`config.mk`:
```
export PLATFORM = sky130hd
export DESIGN_NAME = tl_sequencer
export DESIGN_NICKNAME = d
export VERILOG_FILES = /design/src/rtl/tl_sequencer.sv
export SDC_FILE = /design/constraint.sdc
export NUM_CORES = 1
export LEC_CHECK = 0
export BUFFER_PORTS_ARGS = -buffer_cell sky130_fd_sc_hd__buf_4
export CAP_MARGIN = 20
export CORE_UTILIZATION = 58
export CTS_CLUSTER_DIAMETER = 100
export DETAILED_ROUTE_END_ITERATION = 10
export GPL_TIMING_DRIVEN = 0
export PLACE_DENSITY = 0.85
export SYNTH_ARGS = -nofsm -noshare
export SYNTH_HDL_FRONTEND = slang
export SYNTH_SLANG_ARGS = --single-unit
```
`constraint.sdc`:
```
create_clock -name clk -period 5 [get_ports clk]
set_input_delay 1.5 -clock clk [delete_from_list [all_inputs] [get_ports clk]]
set_output_delay 1.5 -clock clk [all_outputs]
set_load 0.01 [all_outputs]
```
`src/rtl/tl_sequencer.sv`:
```
// -----------------------------------------------------------------------------
// tl_sequencer
//
// Timed next-state controller for a four-phase traffic light with left-turn
// phases. Sequences the 3-bit phase state from road sensors, dwell timing and
// latched left-turn requests, and decodes the state into per-street light codes.
//
// Ports
//   clk    in  1  clock, rising edge
//   reset  in  1  asynchronous, active-high reset
//   Ta     in  1  street A through traffic present
//   Tb     in  1  street B through traffic present
//   Tal    in  1  street A left-turn request
//   Tbl    in  1  street B left-turn request
//   q      out 3  registered phase state
//   La     out 2  street A light code (green=00 yellow=01 left=10 red=11)
//   Lb     out 2  street B light code
//
// State map (q : La/Lb)
//   S0 000 A green          00/11    S4 100 B green          11/00
//   S1 001 A yellow-to-left 01/11    S5 101 B yellow-to-left 11/01
//   S2 010 A left           10/11    S6 110 B left           11/10
//   S3 011 A yellow         01/11    S7 111 B yellow         11/01
// -----------------------------------------------------------------------------
module tl_sequencer #(
    parameter int GREEN_MIN = 4,
    parameter int GREEN_MAX = 10,
    parameter int YELLOW_T  = 2,
    parameter int LEFT_T    = 3,
    parameter int CNT_W     = 8
) (
    input  logic       clk,
    input  logic       reset,
    input  logic       Ta,
    input  logic       Tb,
    input  logic       Tal,
    input  logic       Tbl,
    output logic [2:0] q,
    output logic [1:0] La,
    output logic [1:0] Lb
);

    typedef enum logic [2:0] {
        S0 = 3'b000,  // A green
        S1 = 3'b001,  // A yellow, heading to A left
        S2 = 3'b010,  // A left
        S3 = 3'b011,  // A yellow, heading to B green
        S4 = 3'b100,  // B green
        S5 = 3'b101,  // B yellow, heading to B left
        S6 = 3'b110,  // B left
        S7 = 3'b111   // B yellow, heading to A green
    } state_t;

    localparam logic [1:0] L_GREEN  = 2'b00;
    localparam logic [1:0] L_YELLOW = 2'b01;
    localparam logic [1:0] L_LEFT   = 2'b10;
    localparam logic [1:0] L_RED    = 2'b11;

    // Terminal dwell counts, sized to the counter so comparisons stay width-clean.
    localparam logic [CNT_W-1:0] GMIN_LAST = CNT_W'(GREEN_MIN - 1);
    localparam logic [CNT_W-1:0] GMAX_LAST = CNT_W'(GREEN_MAX - 1);
    localparam logic [CNT_W-1:0] YEL_LAST  = CNT_W'(YELLOW_T - 1);
    localparam logic [CNT_W-1:0] LEFT_LAST = CNT_W'(LEFT_T - 1);

    state_t           state;
    logic [CNT_W-1:0] cnt;
    logic             lreq_a;
    logic             lreq_b;

    // Green-phase exit qualifiers. Once the minimum green has elapsed, the
    // phase ends when its own street is empty, or when it has run to the
    // maximum and the other street (through or left) is waiting.
    logic a_exit;
    logic b_exit;
    logic a_left_next;
    logic b_left_next;
    logic yel_done;
    logic left_done;
    logic cnt_sat;

    always_comb begin
        a_exit      = (cnt >= GMIN_LAST) &&
                      (!Ta || ((cnt == GMAX_LAST) && (Tb || Tbl)));
        b_exit      = (cnt >= GMIN_LAST) &&
                      (!Tb || ((cnt == GMAX_LAST) && (Ta || Tal)));
        // A request arriving in the very cycle of the exit still counts.
        a_left_next = lreq_a || Tal;
        b_left_next = lreq_b || Tbl;
        yel_done    = (cnt == YEL_LAST);
        left_done   = (cnt == LEFT_LAST);
        cnt_sat     = (cnt == GMAX_LAST);
    end

    // NOTE: all state lives in this one clocked block and is updated with
    // non-blocking assignments, so every right-hand side sees the pre-edge
    // value (e.g. the S2 clear of lreq_a uses the state before the edge).
    always_ff @(posedge clk or posedge reset) begin
        if (reset) begin
            state  <= S0;
            cnt    <= '0;
            lreq_a <= 1'b0;
            lreq_b <= 1'b0;
        end else begin
            // Left-request latches: the grant phase clear dominates the set, so
            // a request raised during its own left phase is dropped.
            lreq_a <= (state == S2) ? 1'b0 : (lreq_a || Tal);
            lreq_b <= (state == S6) ? 1'b0 : (lreq_b || Tbl);

            case (state)
                S0: begin
                    if (a_exit) begin
                        state <= a_left_next ? S1 : S3;
                        cnt   <= '0;
                    end else if (!cnt_sat) begin
                        cnt <= cnt + CNT_W'(1);
                    end
                end
                S4: begin
                    if (b_exit) begin
                        state <= b_left_next ? S5 : S7;
                        cnt   <= '0;
                    end else if (!cnt_sat) begin
                        cnt <= cnt + CNT_W'(1);
                    end
                end
                S1, S3, S5, S7: begin
                    if (yel_done) begin
                        unique case (state)
                            S1:      state <= S2;
                            S3:      state <= S4;
                            S5:      state <= S6;
                            default: state <= S0;
                        endcase
                        cnt <= '0;
                    end else begin
                        cnt <= cnt + CNT_W'(1);
                    end
                end
                S2, S6: begin
                    if (left_done) begin
                        state <= (state == S2) ? S3 : S7;
                        cnt   <= '0;
                    end else begin
                        cnt <= cnt + CNT_W'(1);
                    end
                end
                default: begin
                    state <= S0;
                    cnt   <= '0;
                end
            endcase
        end
    end

    assign q = state;

    // Light decode: MSB of q selects the street that may be non-red, so both
    // streets can never show non-red together.
    always_comb begin
        La = L_RED;
        Lb = L_RED;
        case (q)
            3'b000:  La = L_GREEN;
            3'b001:  La = L_YELLOW;
            3'b010:  La = L_LEFT;
            3'b011:  La = L_YELLOW;
            3'b100:  Lb = L_GREEN;
            3'b101:  Lb = L_YELLOW;
            3'b110:  Lb = L_LEFT;
            default: Lb = L_YELLOW;
        endcase
    end

endmodule

```
==> flow_summary.toml, run 1 <==
[status]
run_status = "completed"

[clock_network]
cts.sink_count = 13
numCtsBuffers = 3
clk_pin_slew_ns = 0.08
cts_resized = 0
cts_buffer_depth = 2
post_cts_buffers = 0
cts_max_level = 1
insertion_delay_ns = 0.28
clockRootBuffer = "clkbuf_4"
cts_tree = "done"
postCtsHoldBufs = 0

[critical_path]
worstSetupPathType = "reg2out"
critPathCaptureType = "output pin"
startpoint_type = "flip-flop"
worstPathArrival_ns = 1.31
worstPathRequired_ns = 3.50
ff2ff_path_depth = 5
worstPathMaxFanout = 9

[die]
core-area_mm2 = 0.00130
num_io_pins = 13
start_util_pct = 62.7
die_w_um = 39.5
num_rows = 13
fp.dieH_um = 39.5
fp.dieArea_mm2 = 0.00156

[sta]
clock_skew_ns = 0.00421
hold_viol = 0
maxSlewViolCount = 0
max_freq_mhz = 356
rsz0062_at_grt = "no"
relSlewSlack_pct = 65.8
setup_violations = 0
fin_crit_ns = 2.81
tightest_slew_ns = 0.513
tns_ns = 0
fin_crit_sh_pct = 56.2

[hold_path]
hold_depth = 2
hold_path.class = "reg2reg"

[final_layout]
fin_nets = 117
syn_to_final_growth_pct = 16.6
final_util_pct = 73.1
diodes = 0
final_layout_size_suffix_gt1_share_pct = 19.6
fillers = 104

[logic_synthesis]
synth-async-reset-ratio_pct = 100
syn_inst = 91
synthDominantCellAreaShare_pct = 39.9
seq_area_frac_synth_pct = 39.9
synth_nets = 100
yosysTopAreaCell = "dfrtp_1"
yosys_most_used_dff = "dfrtp_1"
synth.avg_cell_area_um2 = 8.96
ys_types = 33
synth_top_cells_by_area = "dfrtp_1 (40%), xnor2_1 (6.4%), nor2_1 (6.0%)"
ys_ff_latch = 13
synth_edf_count = 0
syn_area_um2 = 816
yosysWarnings = 0

[global_routing]
grt_pass1_wl_mm = 2.35
grt_overflow = 0
grt_max_degree = 14
grt_pass1_vias = 536
grt.total_usage_pct = 23.2
antenna_found_initial = 0

[drt]
viasPerCell = 5.54
dr.pass1.iters = 4
drcViolationCount = 0
wire_per_inst_um = 12.7
vias = 676
ant_nets = 0
drt-total-wl_mm = 1.55
initialDrtViolationCount = 6

[place]
gp_congestion = 0.824
dp_hpwl_mm = 1.20
numPortBuffers = 12

[flow_run]
max_cap_violations = 0

[power_and_ir_drop]
peakVddDrop_uv = 369
p_per_area_mw_per_mm2 = 558
p_leak_uw = 0.000428
==> metal layers <==
| layer | up-vias | global-route usage, % | share of wire [%] |
|---|---|---|---|
| met2 | 13 | 37.7 | 47 |
| met4 | 0 | 7.76 | 1.1 |
| met3 | 2 | 5.11 | 4.7 |
| li1 | 348 | - | - |
| met5 | - | 0 | 0 |
| met1 | 313 | 29.8 | 47 |
==> where the power goes <==
group	total [uW]	internal, uW	switching (uW)
logic	296	133	164
clock network	67.6	31.0	36.6
registers	166	139	27.4
==> cells in the mapped netlist, types with 2 or more instances <==
cell / count
xor2_1: 2
xnor2_1: 6
nor3_1: 3
clkbuf_1: 3
dfrtp_1: 13
a211oi_1: 2
nand3_1: 3
nor2_1: 13
inv_1: 7
a21oi_1: 3
or2_2: 2
ha_1: 3
nand2_1: 7
o21ai_1: 3
nand2b_1: 3
==> metrics by stage <==
step	instances	area [um2]	setup slack, ns	hold slack, ns	power, uW
2_1_floorplan	91	816	2.59	0.490	376
3_3_place_gp	118	925	2.35	0.503	458
3_5_place_dp	118	925	2.32	0.521	465
4_1_cts	122	951	2.19	0.539	533
5_1_grt	122	951	2.07	0.607	573
6_report	122	951	2.19	0.535	530
==> area by class of cell <==
cell class / instances / area, um2 / share of cell area (%)
Multi-Input combinational cell: 68 / 453 / 47.6
Sequential cell: 13 / 325 / 34.2
Timing Repair Buffer: 12 / 90.1 / 9.47
Clock buffer: 4 / 26.3 / 2.76
Inverter: 7 / 26.3 / 2.76
Tap cell: 15 / 18.8 / 1.97
Buffer: 3 / 11.3 / 1.18
==> registers in the layout, indices dropped and copies added (netlist names) <==
signal and count:
cnt 8, lreq_b 1, lreq_a 1, q 3
==> logic make-up after synthesis <==
group                      count (synthesis)  synth area share [%]
adders and majority gates                  3                  4.60
xor gates and xnor gates                   8                  8.59
DFF                                       13                  39.9
AOI/OAI and AO/OA                         19                  18.4
buffers and inverters                     10                  4.60
muxes                                      1                  1.23
and+or+nand+nor                           37                  22.7
==> worst max-delay path, cell delays in order (launching register included) <==
cell and delay (ns):
dfrtp_1 0.35, clkbuf_1 0.35, nand2_1 0.13, nand2b_1 0.09
buf_4 0.11
==> layout by cell type, fill, tap and decap left out <==
master / Yosys / routed
mux2i_1: 1 / 1
nor4_1: 1 / 1
nor3_1: 3 / 3
o21bai_1: 1 / 1
o21a_1: 1 / 1
or3_1: 1 / 1
inv_1: 7 / 7
o22ai_1: 1 / 1
or2_1: 1 / 1
nand3_1: 3 / 3
nand2b_1: 3 / 3
nor3b_1: 1 / 1
a2111oi_0: 1 / 1
xor2_1: 2 / 2
clkbuf_4: 0 / 3
or4_4: 1 / 1
o41ai_2: 1 / 1
a211oi_1: 2 / 2
buf_4: 0 / 12
ha_1: 3 / 3
a211oi_2: 1 / 1
a31oi_1: 1 / 1
o31ai_1: 1 / 1
nand4bb_1: 1 / 1
dfrtp_1: 13 / 13
o21ai_0: 1 / 1
nor2_1: 13 / 13
clkbuf_1: 3 / 4
xnor2_1: 6 / 6
o21ai_1: 3 / 3
a21oi_1: 3 / 3
a22oi_1: 1 / 1
nand2_1: 7 / 7
or2_2: 2 / 2
a211oi_4: 1 / 1
==> path summary, 6_finish.rpt <==
check,endpoint,slack (ns),startpoint
setup / recovery,La[1],2.19,q[1]$_DFFE_PP0P_
hold / removal,lreq_b$_DFF_PP0_,0.54,lreq_b$_DFF_PP0_
setup reg to reg,cnt[1]$_DFF_PP0_,2.84,cnt[4]$_DFF_PP0_
hold reg to reg,lreq_b$_DFF_PP0_,0.54,lreq_b$_DFF_PP0_
max in group asynchronous,cnt[0]$_DFF_PP0_,3.41,reset
min in group asynchronous,cnt[7]$_DFF_PP0_,1.24,reset
Power figures use the tool's default switching activity.
==> run 2: changes to the inputs <==
- ABC_AREA: unset -> 1
- CORE_ASPECT_RATIO: unset -> 1.25
- CORE_UTILIZATION: 58 -> 56
- PLACE_DENSITY: 0.85 -> 0.82
- clock period: 5 -> 2.8 ns (I/O delays scaled with it)
==> flow_summary.toml, run 2 <==
[status]
run_status = "completed"

[logic_synthesis]
synth-simple-area-share_pct = 41.7
synthMuxAreaShare_pct = 0
yosys_most_used_dff = "dfrtp_1"
yosysWarnings = 0
yosysTopAreaCell = "dfrtp_1"
ys_ff_latch = 13
synth_edf_count = 0
synthDominantCellAreaShare_pct = 32.6
synth-async-reset-ratio_pct = 100
synth_nets = 142
syn_area_um2 = 998
synth.top_cells.by_count = "nand2_1 (23), nand3_1 (23), inv_1 (17)"
synth_compound_area_share_pct = 7.27
synth.avg_cell_area_um2 = 7.51
ys_types = 26
synth_top_family_by_area = "simple AND/OR/NAND/NOR gates"
synth_xor_xnor_area_share_pct = 6.14
synth_top_cells_by_area = "dfrtp_1 (33%), nand3_1 (12%), nand2_1 (8.6%)"
synthAdderAreaFrac_pct = 3.76
seq_area_frac_synth_pct = 32.6
syn_inst = 133

[clock_network]
cts_tree = "done"
clk_pin_slew_ns = 0.09
cts_resized = 0
clockRootBuffer = "clkbuf_4"
insertion_delay_ns = 0.29
cts_max_level = 1
postCtsHoldBufs = 0
cts_buffer_depth = 2
cts.sink_count = 13
numCtsBuffers = 3
post_cts_buffers = 0

[hold_path]
worstHoldStart = "lreq_b$_DFF_PP0_"
hold_path.class = "reg2reg"
hold_path_end = "lreq_b$_DFF_PP0_"
hold_depth = 2

[critical_path]
timing.rr.end = "cnt[3]$_DFF_PP0_"
timing.reg2reg.setup_slack_ns = 1.05
ff2ff_path_depth = 10
crit_path_max_incr_delay_ns = 0.39
worstPathMaxFanout = 10
startpoint_type = "flip-flop"
critPathCaptureType = "output pin"
r2r_start = "cnt[1]$_DFF_PP0_"
cp_slowest_cell = "dfrtp_1"
worstPathRequired_ns = 1.96
worstPathArrival_ns = 1.33
path_cells = "buf_2 -> nor2_2 -> inv_1 -> nand2_1 -> buf_4"
worstSetupPathType = "reg2out"

[final_layout]
largest_register = "cnt"
largest_register_ff_count = 8
final_cells = 167
fillers = 130
final_cell_area_mm2 = 0.00114
final_layout_size_suffix_gt1_share_pct = 22.1
diodes = 0
fin_nets = 159
final_cell_mix = "nand2_1 (23), nand3_1 (23), inv_1 (17)"
syn_to_final_growth_pct = 13.9

[drt]
viasPerCell = 5.74
ant_nets = 0
initialDrtViolationCount = 38
wire_per_inst_um = 13.2
drcViolationCount = 0
drt-total-wl_mm = 2.21
dr.pass1.iters = 4
vias = 959

[place]
dp_hpwl_mm = 1.67
numPortBuffers = 12
place_area_mm2 = 0.00111
placed_cells = 163
gp_congestion = 0.816

[flow_run]
max_cap_violations = 0

[die]
num_io_pins = 13
core-area_mm2 = 0.00162
fp.dieArea_mm2 = 0.00196
start_util_pct = 61.6
num_rows = 16
die_w_um = 39.8
fp.dieH_um = 49.2

[sta]
setup_violations = 0
tns_ns = 0
clock_skew_ns = 0.00260
tightest_slew_ns = 0.541
max_freq_mhz = 460
maxSlewViolCount = 0
hold_viol = 0
fin_crit_sh_pct = 77.6
fin_crit_ns = 2.17
rsz0062_at_grt = "no"
relSlewSlack_pct = 63.9

[global_routing]
grt_pass1_wl_mm = 3.76
grt_pass1_vias = 954
grt_overflow = 0
antenna_found_initial = 0
grt.total_usage_pct = 27.4
grt_max_degree = 14

[power_and_ir_drop]
p_per_area_mw_per_mm2 = 1100
peakVddDrop_uv = 647
p_leak_uw = 0.000544
[run 2: cell count changes in the layout (fill, tap and decap cells not counted), moves of 3 or more]
cell	before	now
inv_1	7	17
nand4_1	0	5
nand2b_1	3	0
clkbuf_1	4	1
nand2_1	7	23
nor2_1	13	8
o211ai_1	0	3
nor2_4	0	3
o21ai_1	3	0
a21oi_1	3	0
xnor2_1	6	3
nand2_2	0	3
o21ai_0	1	7
nand3_1	3	23
[run 2: worst max-delay path by stage]
stage,startpoint,endpoint,cells after the start,slack (ns)
finish,q[0]$_DFFE_PP0P_,La[1],5,0.63
global route,q[1]$_DFFE_PP0P_,Lb[1],5,0.52
CTS,q[0]$_DFFE_PP0P_,La[1],5,0.64
detailed placement,Tb,cnt[3]$_DFF_PP0_,8,0.87
global placement,Tb,cnt[3]$_DFF_PP0_,8,0.90
floorplan,q[0]$_DFFE_PP0P_,La[1],4,1.07
[run 2: stage by stage]
step	hold WS, ns	setup WS, ns	total power, uW	util (%)
2_1_floorplan	0.454	1.07	899	-
3_3_place_gp	0.471	0.897	1080	68.5
3_5_place_dp	0.474	0.873	1120	68.5
4_1_cts	0.497	0.637	1240	70.1
5_1_grt	0.549	0.524	1340	70.1
6_report	0.498	0.628	1250	70.1
[run 2: critical path, delay by kind of cell (launching register included)]
family,cells,cell delay [ns]
buffers and inverters,3,0.39
DFF,1,0.39
and+or+nand+nor,2,0.26
[run 2: logic make-up after synthesis]
kind of cell	Yosys count
adder cells (fa/ha/maj)	3
flip-flops	13
XOR/XNOR	7
buffers and inverters	21
AO/OA/AOI/OAI	12
AND/OR/NAND/NOR	77
[run 2: routing by layer]
layer	track usage, %	part of all wire (%)	vias up
met3	7.31	7.4	8
met4	14.9	2.0	0
met5	0	0	-
met1	32.6	41	431
met2	42.6	50	46
li1	-	-	474
[run 2: cell type report]
class	instances	area (um2)	share of cell area, %
Sequential cell	13	325	28.6
Timing Repair Buffer	12	90.1	7.92
Multi-Input combinational cell	99	588	51.7
Clock buffer	4	26.3	2.31
Tap cell	18	22.5	1.98
Buffer	3	17.5	1.54
Inverter	18	67.6	5.94
[run 2: where the power goes]
part | internal, uW | switching (uW)
registers | 256 | 67.5
clock network | 55.4 | 70.3
logic | 304 | 493
total | 615 | 631
